<file path="src/rtl/rk_core_pkg.sv">
// rk_core_pkg: shared opcode/state types, instruction field layout and
// one-hot stage encodings for the RK core.
package rk_core_pkg;

  typedef enum logic [3:0] {
    OP_ADD  = 4'h0,
    OP_SUB  = 4'h1,
    OP_AND  = 4'h2,
    OP_OR   = 4'h3,
    OP_XOR  = 4'h4,
    OP_SLL  = 4'h5,
    OP_SRL  = 4'h6,
    OP_ADDI = 4'h7,
    OP_LI   = 4'h8,
    OP_BEQZ = 4'h9,
    OP_JAL  = 4'hA,
    OP_HALT = 4'hB,
    OP_RETI = 4'hC
  } opcode_e;

  typedef enum logic [2:0] {
    ST_BOOT,
    ST_FETCH,
    ST_DECODE,
    ST_EXEC,
    ST_WB,
    ST_HALT
  } state_e;

  localparam int IMM_LSB = 16;
  localparam int RS2_LSB = 12;
  localparam int RS1_LSB = 8;
  localparam int RD_LSB  = 4;
  localparam int OP_LSB  = 0;

  localparam logic [3:0] STAGE_NONE   = 4'b0000;
  localparam logic [3:0] STAGE_FETCH  = 4'b0001;
  localparam logic [3:0] STAGE_DECODE = 4'b0010;
  localparam logic [3:0] STAGE_EXEC   = 4'b0100;
  localparam logic [3:0] STAGE_WB     = 4'b1000;

endpackage

</file>
<file path="src/rtl/rk_regfile.sv">
// rk_regfile: NREG x XLEN register file, two asynchronous read ports,
// one synchronous write port, r0 hardwired to zero.
module rk_regfile #(
  parameter int XLEN = 16,
  parameter int NREG = 16
) (
  input  logic                     clk,
  input  logic                     rst_n,
  input  logic [$clog2(NREG)-1:0]  rs1_addr,
  input  logic [$clog2(NREG)-1:0]  rs2_addr,
  output logic [XLEN-1:0]          rs1_data,
  output logic [XLEN-1:0]          rs2_data,
  input  logic                     we,
  input  logic [$clog2(NREG)-1:0]  waddr,
  input  logic [XLEN-1:0]          wdata
);

  logic [XLEN-1:0] regs [NREG];

  // NOTE: the array sits in flops (not RAM), so it can and must be cleared by reset.
  always_ff @(posedge clk or negedge rst_n) begin
    if (!rst_n) begin
      for (int i = 0; i < NREG; i++) regs[i] <= '0;
    end else if (we && waddr != '0) begin
      regs[waddr] <= wdata;
    end
  end

  assign rs1_data = (rs1_addr == '0) ? '0 : regs[rs1_addr];
  assign rs2_data = (rs2_addr == '0) ? '0 : regs[rs2_addr];

endmodule

</file>
<file path="src/rtl/rk_core.sv">
// rk_core: multi-cycle RK processor (BOOT/FETCH/DECODE/EXEC/WB/HALT).
// Optional interrupt support is enabled by defining RK_CORE_INTR_EN.
module rk_core
  import rk_core_pkg::*;
#(
  parameter int              XLEN     = 16,
  parameter int              NREG     = 16,
  parameter logic [XLEN-1:0] RESET_PC = '0,
  parameter logic [XLEN-1:0] INTR_VEC = XLEN'('h8)
) (
  input  logic            clk,
  input  logic            rst_n,
  output logic [XLEN-1:0] imem_addr,
  output logic            imem_req,
  input  logic            imem_ack,
  input  logic [31:0]     imem_data,
  input  logic            intr,
  output logic            halted,
  output logic [3:0]      stage,
  output logic            wb_en,
  output logic [3:0]      wb_addr,
  output logic [XLEN-1:0] wb_data
);

  localparam int RW  = $clog2(NREG);
  localparam int SHW = $clog2(XLEN);

  state_e          state_q, state_d;
  logic            boot_q, halt_q, take_irq;
  logic [31:0]     ir_q;
  logic [XLEN-1:0] pc_q, a_q, b_q, npc_q;
  logic            wb_en_q;
  logic [3:0]      wb_addr_q;
  logic [XLEN-1:0] wb_data_q;
  logic [XLEN-1:0] rs1_data, rs2_data, imm, pc_inc, exec_res, exec_npc;
  logic            exec_wr;
  logic [3:0]      op;
  logic [RW-1:0]   rd;

  assign op     = ir_q[OP_LSB +: 4];
  assign rd     = ir_q[RD_LSB +: RW];
  assign imm    = XLEN'($signed(ir_q[IMM_LSB +: 16]));
  assign pc_inc = pc_q + XLEN'(1);

`ifdef RK_CORE_INTR_EN
  logic            ie_q, reti_q;
  logic [XLEN-1:0] epc_q;
  // RETI's own WB never takes an interrupt, so a held request waits one instruction.
  assign take_irq = intr && ie_q && ((state_q == ST_WB && !reti_q) || state_q == ST_HALT);
`else
  logic [XLEN:0] unused_cfg;
  assign take_irq   = 1'b0;
  assign unused_cfg = {intr, INTR_VEC};
`endif

  rk_regfile #(.XLEN(XLEN), .NREG(NREG)) u_regfile (
    .clk      (clk),
    .rst_n    (rst_n),
    .rs1_addr (ir_q[RS1_LSB +: RW]),
    .rs2_addr (ir_q[RS2_LSB +: RW]),
    .rs1_data (rs1_data),
    .rs2_data (rs2_data),
    .we       (wb_en_q),
    .waddr    (wb_addr_q[RW-1:0]),
    .wdata    (wb_data_q)
  );

  // NOTE: sequential state uses <= so every flop samples pre-edge values.
  always_ff @(posedge clk or negedge rst_n) begin
    if (!rst_n) state_q <= ST_BOOT;
    else        state_q <= state_d;
  end

  // NOTE: defaults first, so no path through this block leaves a signal unassigned (no latch).
  always_comb begin
    state_d = state_q;
    case (state_q)
      ST_BOOT:   if (boot_q) state_d = ST_FETCH;
      ST_FETCH:  if (imem_ack) state_d = ST_DECODE;
      ST_DECODE: state_d = ST_EXEC;
      ST_EXEC:   state_d = ST_WB;
      ST_WB:     state_d = (halt_q && !take_irq) ? ST_HALT : ST_FETCH;
      ST_HALT:   if (take_irq) state_d = ST_FETCH;
      default:   state_d = ST_BOOT;
    endcase
  end

  always_comb begin
    exec_res = '0;
    exec_npc = pc_inc;
    exec_wr  = 1'b1;
    case (op)
      OP_ADD:  exec_res = a_q + b_q;
      OP_SUB:  exec_res = a_q - b_q;
      OP_AND:  exec_res = a_q & b_q;
      OP_OR:   exec_res = a_q | b_q;
      OP_XOR:  exec_res = a_q ^ b_q;
      OP_SLL:  exec_res = a_q << b_q[SHW-1:0];
      OP_SRL:  exec_res = a_q >> b_q[SHW-1:0];
      OP_ADDI: exec_res = a_q + imm;
      OP_LI:   exec_res = imm;
      OP_BEQZ: begin
        exec_wr = 1'b0;
        if (a_q == '0) exec_npc = imm;
      end
      OP_JAL: begin
        exec_res = pc_inc;
        exec_npc = a_q + imm;
      end
      default: exec_wr = 1'b0;
    endcase
  end

  always_ff @(posedge clk or negedge rst_n) begin
    if (!rst_n) begin
      boot_q    <= 1'b0;
      halt_q    <= 1'b0;
      pc_q      <= RESET_PC;
      ir_q      <= '0;
      a_q       <= '0;
      b_q       <= '0;
      npc_q     <= '0;
      wb_en_q   <= 1'b0;
      wb_addr_q <= '0;
      wb_data_q <= '0;
`ifdef RK_CORE_INTR_EN
      ie_q      <= 1'b1;
      reti_q    <= 1'b0;
      epc_q     <= '0;
`endif
    end else begin
      wb_en_q <= 1'b0;
      case (state_q)
        ST_BOOT:   boot_q <= 1'b1;
        ST_FETCH:  if (imem_ack) ir_q <= imem_data;
        ST_DECODE: begin
          a_q <= rs1_data;
          b_q <= rs2_data;
        end
        ST_EXEC: begin
          npc_q   <= exec_npc;
          halt_q  <= (op == OP_HALT);
          wb_en_q <= exec_wr && (rd != '0);
          if (exec_wr && rd != '0) begin
            wb_addr_q <= 4'(rd);
            wb_data_q <= exec_res;
          end
`ifdef RK_CORE_INTR_EN
          reti_q <= (op == OP_RETI);
`endif
        end
        ST_WB: begin
`ifdef RK_CORE_INTR_EN
          if (reti_q) begin
            pc_q <= epc_q;
            ie_q <= 1'b1;
          end else if (take_irq) begin
            epc_q <= npc_q;
            pc_q  <= INTR_VEC;
            ie_q  <= 1'b0;
          end else begin
            pc_q <= npc_q;
          end
`else
          pc_q <= npc_q;
`endif
        end
`ifdef RK_CORE_INTR_EN
        ST_HALT: if (take_irq) begin
          epc_q <= pc_q;
          pc_q  <= INTR_VEC;
          ie_q  <= 1'b0;
        end
`endif
        default: ;
      endcase
    end
  end

  assign imem_req  = (state_q == ST_FETCH);
  assign imem_addr = imem_req ? pc_q : '0;
  assign halted    = (state_q == ST_HALT);
  assign wb_en     = wb_en_q;
  assign wb_addr   = wb_addr_q;
  assign wb_data   = wb_data_q;

  always_comb begin
    stage = STAGE_NONE;
    case (state_q)
      ST_FETCH:  stage = STAGE_FETCH;
      ST_DECODE: stage = STAGE_DECODE;
      ST_EXEC:   stage = STAGE_EXEC;
      ST_WB:     stage = STAGE_WB;
      default:   stage = STAGE_NONE;
    endcase
  end

endmodule

</file>
<file path="config.mk">
export PLATFORM = sky130hd
export DESIGN_NAME = rk_core
export DESIGN_NICKNAME = d
export VERILOG_FILES = /design/src/rtl/rk_core_pkg.sv /design/src/rtl/rk_regfile.sv /design/src/rtl/rk_core.sv
export SDC_FILE = /design/constraint.sdc
export NUM_CORES = 1
export LEC_CHECK = 0
export ABC_AREA = 0
export CAP_MARGIN = 20
export CORE_MARGIN = 2
export CORE_UTILIZATION = 35
export DETAILED_ROUTE_END_ITERATION = 16
export SYNTH_ARGS = -nofsm -noshare
export SYNTH_HDL_FRONTEND = slang
export SYNTH_SLANG_ARGS = --single-unit
export TNS_END_PERCENT = 30
</file>
<file path="constraint.sdc">
create_clock -name clk -period 3.7 [get_ports clk]
set_clock_uncertainty 0.1 [all_clocks]
set_input_delay 0.74 -clock clk [delete_from_list [all_inputs] [get_ports clk]]
set_output_delay 0.74 -clock clk [all_outputs]
set_load 0.01 [all_outputs]
</file>
==> results of run 1 <==
-- state kept, by name, indices dropped and copies added, names as in the netlist, 3 cells and up --
| register | cells |
|---|---|
| state_q | 3 |
| wb_data | 16 |
| a_q | 16 |
| ir_q | 32 |
| u_regfile.regs | 256 |
| wb_addr | 4 |
| npc_q | 16 |
| pc_q | 16 |
| b_q | 16 |
-- per-stage QoR --
stage / area (um2) / total power (uW) / hold WS (ns) / utilization (%) / setup WS, ns
3_3_place_gp: 24840 / 18750 / 0.2764 / 38.60 / 0.1161
4_1_cts: 26260 / 23440 / 0.07701 / 40.81 / 0.1593
5_1_grt: 26270 / 24810 / 0.1221 / 40.82 / 0.09912
2_1_floorplan: 22720 / 14870 / 0.3407 / - / 0.1167
6_report: 26270 / 23370 / 0.08326 / 40.82 / 0.1791
3_5_place_dp: 24840 / 19010 / 0.2830 / 38.60 / 0.1580
-- layout by cell type, fill, tap and decap left out, drive strengths merged, types with 6 or more instances in the layout --
cell type / instances
dfrtp: 378
mux2: 285
mux4: 170
nor2: 119
buf: 100
clkdlybuf4s50: 76
nand2: 75
inv: 71
ha: 65
o21ai: 65
a21oi: 64
clkbuf: 57
o22ai: 42
xnor2: 37
nor3: 35
nand3: 22
mux2i: 21
and2: 20
nand2b: 18
a31oi: 18
a22oi: 17
clkinv: 16
a221oi: 15
xor2: 14
nor2b: 13
a211oi: 12
o221ai: 11
or3: 10
o211ai: 10
o21a: 8
nand4: 7
or2: 7
nor3b: 6
o31ai: 6
a22o: 6
-- cells in the mapped netlist (16+ instances only) --
master | n | area (um2)
dfrtp_1 | 378 | 9459
mux2_2 | 285 | 3209
mux4_2 | 170 | 3829
nor2_1 | 119 | 446.7
clkbuf_1 | 97 | 364.1
nand2_1 | 75 | 281.5
inv_1 | 71 | 266.5
ha_1 | 65 | 813.3
a21oi_1 | 63 | 315.3
o21ai_0 | 62 | 310.3
o22ai_1 | 42 | 262.8
xnor2_1 | 37 | 324.1
nor3_1 | 33 | 165.2
buf_2 | 32 | 160.2
nand3_1 | 22 | 110.1
mux2i_1 | 21 | 210.2
and2_1 | 19 | 118.9
a31oi_1 | 18 | 112.6
nand2b_1 | 18 | 112.6
a22oi_1 | 16 | 120.1
-- repair_timing --
| item | 4_1_cts | 5_1_grt |
|---|---|---|
| hold buffers | 0 | 0 |
| gates resized for setup | 0 | 3 |
| setup endpoints to repair | 0 | 4 |
| hold endpoints to repair | 0 | 0 |
-- cells by family after synthesis --
logic type,Yosys count,synth area share (%)
multiplexers,476,31.90
buffers and inverters,223,4.014
flip-flops,378,41.63
adder cells (fa/ha/maj),67,3.755
AND/OR/NAND/NOR,351,7.356
AO/OA/AOI/OAI,318,9.388
XOR/XNOR,51,1.966
-- worst min-delay path by stage --
stage / start / to / depth (start not counted)
after global placement: u_regfile.regs[243] / u_regfile.regs[243] / 0
after global routing: rst_n / npc_q[2] / 1
after CTS: rst_n / ir_q[25] / 1
after detailed placement: u_regfile.regs[242] / u_regfile.regs[242] / 0
final: rst_n / npc_q[2] / 1
after floorplan: rst_n / a_q[0] / 0
-- layout make-up --
| cell class | instances | area [um2] |
|---|---|---|
| clock inverter | 16 | 251.5 |
| tap | 855 | 1070 |
| multi-input combinational | 1263 | 12430 |
| clock buffer | 57 | 1167 |
| fill | 6045 | 38080 |
| sequential | 378 | 9469 |
| timing repair buffer | 176 | 1594 |
| inverter | 76 | 286.5 |
-- per-layer routing --
metal,GRT usage [%],part of all wire [%]
met1,30.05,43
met2,35.56,47
met3,3.873,5.9
met4,8.622,4.0
met5,0,0
-- power groups by stage --
stage	Combinational (uW)	Clock, uW	Sequential, uW
global placement	11300	0	7460
detailed placement	11400	0	7610
CTS	11400	4440	7550
finish	11500	4330	7560
floorplan	8340	0	6540
global route	12400	4630	7820
==> metrics.yaml, run 1 <==
final_layout:
  final_cells: 2821
  nets: 2040
  areaGrowthSynthToFinish_pct: 15.59
  antennaDiodeCount: 0
  drive_above_1_share_pct: 33.47
worst_setup_path:
  cp_max_fo: 28
  worstRegToRegCells: 13
  timing.rr.start: "b_q[1]"
  worstSetupEndpointType: "flop"
  critPathMaxStageDelay_ns: 0.43
  critical_path_cell_count: 13
  cpLargestDelayFamily: "simple AND/OR/NAND/NOR gates"
  cp_cell_sequence: "buf_4, nor2_1, and4_1, nand2_1, o21ai_0, xnor2_1, ha_1, or3_1, a211oi_1, nor3_1, xnor2_1, nor2_1, o32a_1"
  crit_type: "flop to flop"
  rr_endpoint: "wb_data[12]"
  cp-startpoint: "b_q[1]"
  r2r_slack_ns: 0.18
  startpoint_type: "flop"
  crit_required_ns: 4.07
  crit_buf_inv: 1
  crit_slowest_cell: "dfrtp_1"
  cp.arrival_ns: 3.89
  cp-endpoint: "wb_data[12]"
logic_synthesis:
  ys_warn_count: 0
  synth_cell_types: 73
  ys_ff_latch: 378
  synth_seq_area_share_pct: 41.63
  synthArstFlopShare_pct: 100.0
  postSynthAreaPerCell_um2: 12.19
  synth.net_count: 1967
  synthFlopType: "dfrtp_1"
  synth_edf_count: 0
  synth_area_mm2: 0.02272
  synth_cells: 1864
floorplan:
  die_y_um: 258.8
  fp-row-count: 93
  dieArea_mm2: 0.06698
  die_w_um: 258.8
  initial_core_util_pct: 35.31
  core_area_mm2: 0.06435
  ios: 79
power_and_ir_drop:
  swShare_pct: 41.33
  power.density_mw_per_mm2: 889.7
  comb_power_share_pct: 49.1
  power.share.clock_pct: 18.5
  static-leakage-power_uw: 0.01113
  intPower_uw: 13710
  p_seq_share_pct: 32.3
  vdd_drop_max_uv: 609.9
  switchingPower_uw: 9659
grt:
  grt_pass1_wl_mm: 111.7
  grt_max_degree: 86
  grt_pass1_vias: 17040
  grt_usage_pct: 22.19
  grt_overflow_total: 0
  antenna_found_initial: 0
placement:
  routabilityCongestion: 0.9488
  placed_cells: 2748
  dp_hpwl_mm: 51.74
  portBuffers: 77
drt:
  drt-initial-drc-count: 1475
  finalWirelength_mm: 73.46
  ant_nets: 0
  drc: 0
  drt_first_pass_iters: 5
  post_drt_via_cell_ratio: 5.854
  num_vias: 16520
  wl_per_cell_um: 26.04
clock_tree:
  clkSinkCount: 378
  ctsHtreeMaxLevel: 2
  insertion_delay_ns: 0.59
  numCtsBuffers: 42
  cts.root.buffer_cell: "clkbuf_16"
  cts_tree: "yes"
  post-cts-setup-buffers: 0
  cts.path.max_buffers: 3
  clk_pin_slew_ns: 0.06
timing:
  worst_pin_slew_ns: 0.9360
  fmax_mhz: 284.0
  tns_ns: 0
  post-route-period-util_pct: 95.16
  hold_viol: 0
  period_needed_ns: 3.521
  worst_slew_margin_rel_pct: 37.45
  setup_viol: 0
  final_max_slew_viol_count: 0
  rsz0062_at_grt: "false"
worst_hold_path:
  hold_path_class: "primary input to async pin"
status:
  status: "complete, no violations"
flow_run:
  maxCapViolations: 0
(Power assumes the default switching activity.)
==> run 2: changes to the inputs <==
--- a/config.mk
+++ b/config.mk
@@ -10,6 +10,7 @@
 export CORE_MARGIN = 2
 export CORE_UTILIZATION = 35
 export DETAILED_ROUTE_END_ITERATION = 16
+export SLEW_MARGIN = 20
 export SYNTH_ARGS = -nofsm -noshare
 export SYNTH_HDL_FRONTEND = slang
 export SYNTH_SLANG_ARGS = --single-unit
==> results of run 2 <==
The final DEF is identical to that of run 1; final timing and power are the same.
